===== src/rtl/apb_mem_pkg.sv =====
// Shared types and helpers for the APB memory controller.
// The optional partial-strobe feature is selected by APB_MEM_CTRL_STRB_EN in apb_mem_ctrl.
package apb_mem_pkg;

    localparam int DATA_W = 32;
    localparam int STRB_W = 4;

    typedef enum logic [1:0] {
        IDLE  = 2'd0,
        READ  = 2'd1,
        WRITE = 2'd2,
        RESP  = 2'd3
    } state_t;

    // Address error: byte offset not word aligned, or any bit set above the memory's word range.
    function automatic logic addr_err(input logic [63:0] addr, input int addr_w, input int mem_aw);
        logic err;
        err = (addr[1:0] != 2'b00);
        for (int i = 2; i < 64; i++) begin
            if (i >= mem_aw + 2 && i < addr_w && addr[i])
                err = 1'b1;
        end
        return err;
    endfunction

    function automatic logic [DATA_W-1:0] byte_merge(input logic [DATA_W-1:0] wdata,
                                                     input logic [DATA_W-1:0] rdata,
                                                     input logic [STRB_W-1:0] strb);
        logic [DATA_W-1:0] merged;
        merged = rdata;
        for (int i = 0; i < STRB_W; i++) begin
            if (strb[i])
                merged[8*i +: 8] = wdata[8*i +: 8];
        end
        return merged;
    endfunction

endpackage


===== src/rtl/apb_mem_ctrl.sv =====
// APB4 slave sequencing a single-port memory (sync write, async read) with wait states and errors.
// Define APB_MEM_CTRL_STRB_EN to enable read-modify-write for partial byte strobes.
module apb_mem_ctrl
    import apb_mem_pkg::*;
#(
    parameter int ADDR_W = 32,
    parameter int MEM_AW = 10
) (
    input  logic              clk,
    input  logic              rst,
    input  logic              psel,
    input  logic              penable,
    input  logic              pwrite,
    input  logic [ADDR_W-1:0] paddr,
    input  logic [31:0]       pwdata,
    input  logic [3:0]        pstrb,
    output logic [31:0]       prdata,
    output logic              pready,
    output logic              pslverr,
    output logic [MEM_AW-1:0] mem_addr,
    output logic              mem_we,
    output logic [31:0]       mem_wdata,
    input  logic [31:0]       mem_rdata
);

    state_t state, state_nxt;
    logic   setup;
    logic   err_now;
    logic   err_q;
    logic   write_q;

`ifdef APB_MEM_CTRL_STRB_EN
    logic [STRB_W-1:0] strb_q;
`else
    logic unused_strb;
    assign unused_strb = ^pstrb;
`endif

    assign setup   = psel & ~penable;
    assign err_now = addr_err(64'(paddr), ADDR_W, MEM_AW);

    always_ff @(posedge clk or posedge rst) begin
        if (rst)
            state <= IDLE;
        else
            state <= state_nxt;
    end

    // NOTE: every output of this block is given a default before the case so no latch is inferred.
    always_comb begin
        state_nxt = state;
        pready    = 1'b0;
        pslverr   = 1'b0;
        mem_we    = 1'b0;
        unique case (state)
            IDLE: begin
                if (setup) begin
                    if (err_now)
                        state_nxt = RESP;
                    else if (!pwrite)
                        state_nxt = READ;
`ifdef APB_MEM_CTRL_STRB_EN
                    else if (pstrb == '0)
                        state_nxt = RESP;
                    else if (pstrb != '1)
                        state_nxt = READ;
`endif
                    else
                        state_nxt = WRITE;
                end
            end
            READ:  state_nxt = write_q ? WRITE : RESP;
            WRITE: begin
                mem_we    = 1'b1;
                state_nxt = RESP;
            end
            RESP: begin
                pready    = 1'b1;
                pslverr   = err_q;
                state_nxt = IDLE;
            end
            default: state_nxt = IDLE;
        endcase
    end

    // NOTE: registered state uses non-blocking assignments so all flops update from pre-edge values.
    // mem_wdata doubles as the staging word: loaded with pwdata at setup, merged in READ for RMW.
    always_ff @(posedge clk or posedge rst) begin
        if (rst) begin
            prdata    <= '0;
            mem_addr  <= '0;
            mem_wdata <= '0;
            err_q     <= 1'b0;
            write_q   <= 1'b0;
`ifdef APB_MEM_CTRL_STRB_EN
            strb_q    <= '0;
`endif
        end else begin
            unique case (state)
                IDLE: begin
                    if (setup) begin
                        mem_addr <= paddr[MEM_AW+1:2];
                        err_q    <= err_now;
                        write_q  <= pwrite;
`ifdef APB_MEM_CTRL_STRB_EN
                        strb_q   <= pstrb;
`endif
                        if (pwrite)
                            mem_wdata <= pwdata;
                        if (err_now)
                            prdata <= '0;
                    end
                end
                READ: begin
                    if (!write_q)
                        prdata <= mem_rdata;
`ifdef APB_MEM_CTRL_STRB_EN
                    else
                        mem_wdata <= byte_merge(mem_wdata, mem_rdata, strb_q);
`endif
                end
                default: ;
            endcase
        end
    end

endmodule

===== config.mk =====
export PLATFORM = sky130hd
export DESIGN_NAME = apb_mem_ctrl
export DESIGN_NICKNAME = d
export VERILOG_FILES = /design/src/rtl/apb_mem_pkg.sv /design/src/rtl/apb_mem_ctrl.sv
export SDC_FILE = /design/constraint.sdc
export NUM_CORES = 1
export LEC_CHECK = 0
export ABC_CLOCK_PERIOD_IN_PS = 4400
export BUFFER_PORTS_ARGS = -buffer_cell sky130_fd_sc_hd__clkbuf_2
export CAP_MARGIN = 0
export CORE_MARGIN = 10
export CORE_UTILIZATION = 45
export CTS_CLUSTER_SIZE = 24
export DETAILED_ROUTE_END_ITERATION = 8
export PLACE_DENSITY = 0.82
export RECOVER_POWER = 25
export SLEW_MARGIN = 20
export SYNTH_ARGS = -nofsm -noshare
export SYNTH_HDL_FRONTEND = slang
export SYNTH_SLANG_ARGS = --single-unit
export TNS_END_PERCENT = 10

===== constraint.sdc =====
create_clock -name clk -period 4.4 [get_ports clk]
set_input_delay 0.88 -clock clk [delete_from_list [all_inputs] [get_ports clk]]
set_output_delay 0.88 -clock clk [all_outputs]
set_load 0.02 [all_outputs]

==> run metrics, run 1 <==
Final #Nets 573; DIE WIDTH 105.9 um; number of remaining DRC errors 0; dpl hpwl 6850 um; # hold bufs at CTS 0; critical path's slowest cell nand3b_1; Die Y 105.9 um; Slew Limit Fails 53; total CTS buffers 9; Worst VDD drop 0.0003458 V; WP depth 7; # resized after CTS 0; Switching Share 0.4176; Tmin final 2.446 ns; Sink Count 78; maximum clock path buffer count 2; worst setup path end mem_wdata[10]; FMAX 408.8 MHz; Max Cap Viol 1; M1 GR Usage 0.1673; syn_nets 394; Worst Reg-to-Reg Cells 7; Setup Fix Bufs, Post-CTS 0; yosys warns 0; Worst setup SP type register; grt met2 use 0.2655; relative slew slack -0.5082; final hold violation count 0; critical path startpoint state[0]; CTS tree done; GRT busiest layer met2; Initial Util 0.4603; Synth Cell Area 0.003321 mm^2; initial antenna violation count 0; DR vias 2,627; mean number of vias per cell 4.633; net load switching power 0.001246 W; H-tree levels 3; Int Pwr 0.001738 W; crit path max fanout 33; Clock power frac 0.153; placement row count 31; vias in the first global route 2,871; Seq/Total Area, Yosys 0.5878; first-pass GRT wire length 14,070 um; unrepaired setup endpoints after global routing false; Comb pwr share 0.463; R2R Setup Slk 1.95 ns; CP bufs+invs 3; Tcrit/Tclk final 0.5560; skew final 0.01368 ns; routed len/inst 15.55 um; Worst-path clk slew 0.09 ns; Seq pwr share 0.384; synthesis-to-layout area growth 33.65%; CORE AREA 0.007214 mm^2; failing checks capacitance limit, slew limit; Worst-Margin Slew 2.250 ns; Yosys cell types 29; Top Ports 182; Crit path required time 4.63 ns; reg2reg end mem_wdata[10]; WHS Path Cells 2; layout cell share with drive strength beyond 1 0.4936; Synth Area per Inst 11.65 um^2; routability-driven placement congestion ratio 0.7284; Worst Path Arrival 2.67 ns; power density over cell area 672.3 mW/mm^2; Crit Path Category register to register; Hold WS 0.4785 ns; P_leak 2.385 nW; gr usage total 0.1527; worst min-delay path class register to register; PortBufs 177; Clock Latency Late Sink 0.34 ns; total negative slack 0 ns; final setup vio count 0; aggregate global routing overflow 0; drt initial violations 80; DRT Pass-1 Iters 4; worst r2r src state[0]; Detailed Route WL 8819 um; CP Capture Type register; remaining antenna violation count 0; synthesized instance count 285; family with the most delay on the worst path buffers and inverters; Power Total 0.002984 W; status complete, but fails checks; Clock Tree Root clkbuf_8; grt met3 use 0.06039; die area 0.01121 mm^2; Seq cells post-synth 78; largest net degree at the start of global routing 53; Crit path largest cell delay 0.44 ns; Cell Chain, Critical Path inv_1 -> ha_1 -> nand3b_1 -> inv_2 -> nand2_1 -> buf_4 -> mux2_2; Antenna diodes 0
## layer usage
| metal | vias up | routed length [um] |
|---|---|---|
| met1 | 1261 | 3356 |
| met5 | - | 0 |
| met2 | 92 | 4609 |
| met3 | 10 | 759 |
| li1 | 1264 | - |
| met4 | 0 | 93 |
## registers in the layout, summed over array words and instances, names as in the netlist
signal	count
mem_addr	10
mem_wdata	32
write_q	1
err_q	1
prdata	32
state	2
## synthesized netlist by cell type
cell type  number  area [um^2]
mux2i_1        32        320.3
o2bb2ai_1       1        8.760
o32ai_1         1        8.760
nor2_4          1        11.26
and4_1          1        8.760
inv_1          35        131.4
and3_1          1        6.260
and2_1          2        12.51
buf_2           4        20.02
o21ai_0         1        5.000
or4_1           1        7.510
dfrtp_1        78         1952
nand3b_1        1        7.510
nor3b_1         1        7.510
nor2b_1         2        12.51
nor4_1          3        18.77
mux2_2         32        360.4
buf_6           3        33.78
a31oi_4         1        21.27
ha_1            4        50.05
nor2_1          1        3.750
a31oi_1         1        6.260
a21oi_1         1        5.000
inv_2           1        3.750
clkbuf_1        6        22.52
nand2_1        67        251.5
nand2b_1        1        6.260
or4_4           1        11.26
o22ai_1         1        6.260
## logic make-up after synthesis
family          Yosys count  synth area share
buf+inv                  49           0.06368
fa+ha+maj                 4           0.01507
flops                    78            0.5878
compound gates            7           0.01846
mux                      64            0.2050
simple gates             83            0.1100
## worst min path at each step
stage,start,to,slack (ns)
3_5_place_dp,mem_addr[1],mem_addr[1],0.46
2_1_floorplan,err_q,err_q,0.44
6_report,mem_addr[1],mem_addr[1],0.48
4_1_cts,mem_addr[1],mem_addr[1],0.48
5_1_grt,mem_addr[9],mem_addr[9],0.51
3_3_place_gp,mem_addr[1],mem_addr[1],0.46
## power groups by stage
stage	combinational, W	clock, W	sequential [W]
after floorplan	0.000646	0	0.00146
after global placement	0.00137	0	0.00113
after detailed placement	0.00141	0	0.00116
after CTS	0.00141	0.000471	0.00115
after global routing	0.00150	0.000504	0.00118
final	0.00138	0.000457	0.00115
## cell usage in the layout, fill, tap and decap left out, types with 2 or more instances in the layout
| master | netlist | layout |
|---|---|---|
| and2_1 | 2 | 2 |
| buf_4 | 0 | 4 |
| clkbuf_2 | 0 | 176 |
| clkbuf_8 | 0 | 9 |
| clkinv_2 | 0 | 2 |
| clkinvlp_4 | 0 | 4 |
| dfrtp_1 | 78 | 78 |
| ha_1 | 4 | 4 |
| inv_1 | 35 | 34 |
| mux2_2 | 32 | 32 |
| mux2i_1 | 32 | 32 |
| nand2_1 | 67 | 67 |
| nor2_1 | 1 | 2 |
| nor2b_1 | 2 | 2 |
| nor4_1 | 3 | 3 |
## metrics by stage
step	util	area, um^2	setup slack [ns]	std cells
after floorplan	-	3321	1.525	285
after global placement	0.5938	4284	1.813	552
after detailed placement	0.5938	4284	1.780	552
after CTS	0.6165	4448	1.927	567
after global routing	0.6152	4438	1.723	567
final	0.6152	4438	1.954	567
## layout make-up
type / instances / area (um^2)
inverter: 36 / 136.4
tap: 99 / 123.9
sequential: 78 / 1952
timing repair buffer: 181 / 914.6
clock buffer: 9 / 123.9
fill: 614 / 2776
clock inverter: 6 / 40.04
multi-input combinational: 158 / 1147
## worst register-to-register path: stages (launching register included)
cell and delay, ns:
dfrtp_1 0.40, inv_1 0.08, ha_1 0.31, nand3b_1 0.44, inv_2 0.21, nand2_1 0.12
buf_4 0.37, mux2_2 0.42
No activity file was read; power rests on OpenSTA's default activity.
==> run 2, diff against run 1 <==
--- a/config.mk
+++ b/config.mk
@@ -5,14 +5,14 @@
 export SDC_FILE = /design/constraint.sdc
 export NUM_CORES = 1
 export LEC_CHECK = 0
-export ABC_CLOCK_PERIOD_IN_PS = 4400
+export ABC_CLOCK_PERIOD_IN_PS = 2400
 export BUFFER_PORTS_ARGS = -buffer_cell sky130_fd_sc_hd__clkbuf_2
 export CAP_MARGIN = 0
 export CORE_MARGIN = 10
-export CORE_UTILIZATION = 45
+export CORE_UTILIZATION = 44
 export CTS_CLUSTER_SIZE = 24
 export DETAILED_ROUTE_END_ITERATION = 8
-export PLACE_DENSITY = 0.82
+export PLACE_DENSITY = 0.8
 export RECOVER_POWER = 25
 export SLEW_MARGIN = 20
 export SYNTH_ARGS = -nofsm -noshare
==> constraint.sdc (replaced) <==
create_clock -name clk -period 2.4 [get_ports clk]
set_input_delay 0.48 -clock clk [delete_from_list [all_inputs] [get_ports clk]]
set_output_delay 0.48 -clock clk [all_outputs]
set_load 0.02 [all_outputs]
==> run 2 against run 1 <==
Against the previous run: the run ends with capacitance limit left; sequential share of layout area is 0.56 points lower; global-route usage up 0.065 points; design area rose by 1.3%; flip-flop and latch count is the same; first-iteration DRC count is 30% lower; die area increased by 1.9%; via count grew 1.2%; count of clock-buffer cells in the layout is 1 higher; clock power grew 110%; cell count rose by 0.35%; register-to-register slack worse by 1.6 ns; total power increased by 87%.
==> run metrics, run 2 (synthesized netlist as in run 1, its figures left out) <==
status complete, but fails checks; failing checks capacitance limit; Max Cap Viol 1 (unchanged); Detailed Route WL 8829 um (+0.11%); relative slew slack 0.02345 (+0.5316); Worst setup SP type register; gr usage total 0.1533 (+0.0006507); PortBufs 177 (unchanged); maximum clock path buffer count 2 (unchanged); DRT Pass-1 Iters 4 (unchanged); FMAX 477.3 MHz (+17%); skew final 0.008760 ns (-0.004923 ns); total negative slack 0 ns (unchanged); Top Ports 182 (unchanged); number of remaining DRC errors 0 (unchanged); unrepaired setup endpoints after global routing false; DIE WIDTH 106.9 um (+0.92%); die area 0.01142 mm^2 (+1.9%); # hold bufs at CTS 0 (unchanged); Worst-Margin Slew 1.457 ns (-0.7931 ns); R2R Setup Slk 0.30 ns (-1.65 ns); Worst Path Arrival 2.35 ns (-0.32 ns); # resized after CTS 0 (unchanged); aggregate global routing overflow 0 (unchanged); Die Y 106.9 um (+0.92%); Top Registers mem_wdata x32, prdata x32, mem_addr x10; worst min-delay path class input port to register; worst slack at placement 0.2832 ns (-1.496 ns); total CTS buffers 9 (unchanged); remaining antenna violation count 0 (unchanged); H-tree levels 3 (unchanged); final hold violation count 0 (unchanged); most common cell after layout, fill and taps aside clkbuf_2; Sink Count 78 (unchanged); layout cell share with drive strength beyond 1 0.4979 (+0.004283); DR vias 2,659 (+1.2%); area of the multi-input gates 0.001157 mm^2 (+0.87%); largest net degree at the start of global routing 47 (-11%); Slew Limit Fails 0 (-100%); crit path max fanout 32 (-3.0%); Crit Path Category register to register; Worst Reg-to-Reg Cells 7 (unchanged); worst r2r src state[0]; Crit path required time 2.65 ns (-1.98 ns); Tcrit/Tclk final 0.8729 (+0.3169); Layout fillers 669 (+9.0%); mean number of vias per cell 4.673 (+0.86%); routability-driven placement congestion ratio 0.7843 (+7.7%); Antenna diodes 0 (unchanged); Worst VDD drop 0.0006819 V (+97%); P_leak 2.414 nW (+1.2%); Worst-path clk slew 0.08 ns (about the same); critical path startpoint state[0]; Final #Nets 574 (+0.17%); CORE AREA 0.007292 mm^2 (+1.1%); routed len/inst 15.52 um (-0.24%); power density over cell area 1242 mW/mm^2 (+85%); Clock Latency Late Sink 0.33 ns (about the same); vias in the first global route 2,929 (+2.0%); Tmin final 2.095 ns (-0.3513 ns); CTS tree done; placement row count 31 (unchanged); worst setup path end prdata[7]; Clock Tree Root clkbuf_8; Setup WS post-layout 0.3050 ns (-1.649 ns); final setup vio count 0 (unchanged); first-pass GRT wire length 14,300 um (+1.7%); most frequent cells in the layout 177 x clkbuf_2, 78 x dfrtp_1, 67 x nand2_1, 34 x inv_1; Setup Fix Bufs, Post-CTS 0 (unchanged); drt initial violations 56 (-30%); initial antenna violation count 0 (unchanged); synthesis-to-layout area growth 35.38%; CP Capture Type register; Initial Util 0.4554 (-0.004897); reg2reg end prdata[7]; register area 0.001952 mm^2 (unchanged); dpl hpwl 7095 um (+3.6%)
## run 2: metal layers
metal / part of all wire / vias to the layer above / GRT usage
li1: - / 1270 / -
met1: 0.39 / 1279 / 0.1680
met2: 0.50 / 101 / 0.2594
met3: 0.10 / 9 / 0.07006
met4: 0.014 / 0 / 0.04836
met5: 0 / - / 0
## run 2: layout make-up
cell class                 count  area share
clock buffer                  10     0.02839
clock inverter                 6     0.01392
inverter                      36     0.03034
multi-input combinational    158      0.2574
sequential                    78      0.4342
tap                           99     0.02755
timing repair buffer         182      0.2082
## run 2: metrics by stage
stage | hold slack [ns] | power, W | util | instance area, um^2 | instances
2_1_floorplan | 0.4418 | 0.003863 | - | 3324 | 285
3_3_place_gp | 0.4565 | 0.004604 | 0.5908 | 4308 | 553
3_5_place_dp | 0.4655 | 0.004712 | 0.5908 | 4308 | 553
4_1_cts | 0.2516 | 0.005676 | 0.6169 | 4498 | 569
5_1_grt | 0.3198 | 0.005957 | 0.6165 | 4496 | 569
6_report | 0.3325 | 0.005583 | 0.6165 | 4496 | 569
## run 2: worst min-delay path by stage
stage | start | end | slack, ns | cells after the start
5_1_grt | paddr[11] | mem_addr[9] | 0.32 | 3
4_1_cts | rst | mem_wdata[17] | 0.25 | 2
6_report | paddr[11] | mem_addr[9] | 0.33 | 3
2_1_floorplan | err_q | err_q | 0.44 | 2
3_5_place_dp | mem_addr[8] | mem_addr[8] | 0.47 | 2
3_3_place_gp | err_q | err_q | 0.46 | 2
## run 2: where the power goes
| group | switching [W] | leakage [nW] | internal, W | total (W) |
|---|---|---|---|---|
| Sequential | 0.000267 | 0.996 | 0.00183 | 0.00209 |
| Clock | 0.000472 | 0.0883 | 0.000477 | 0.000949 |
| Combinational | 0.00154 | 1.33 | 0.00100 | 0.00254 |
## run 2: worst max-delay path: stages (launching register included)
cell	delay, ns
dfrtp_1	0.41
inv_1	0.09
ha_1	0.34
nor2b_1	0.18
o2bb2ai_1	0.09
a31oi_4	0.14
buf_4	0.47
mux2i_1	0.27
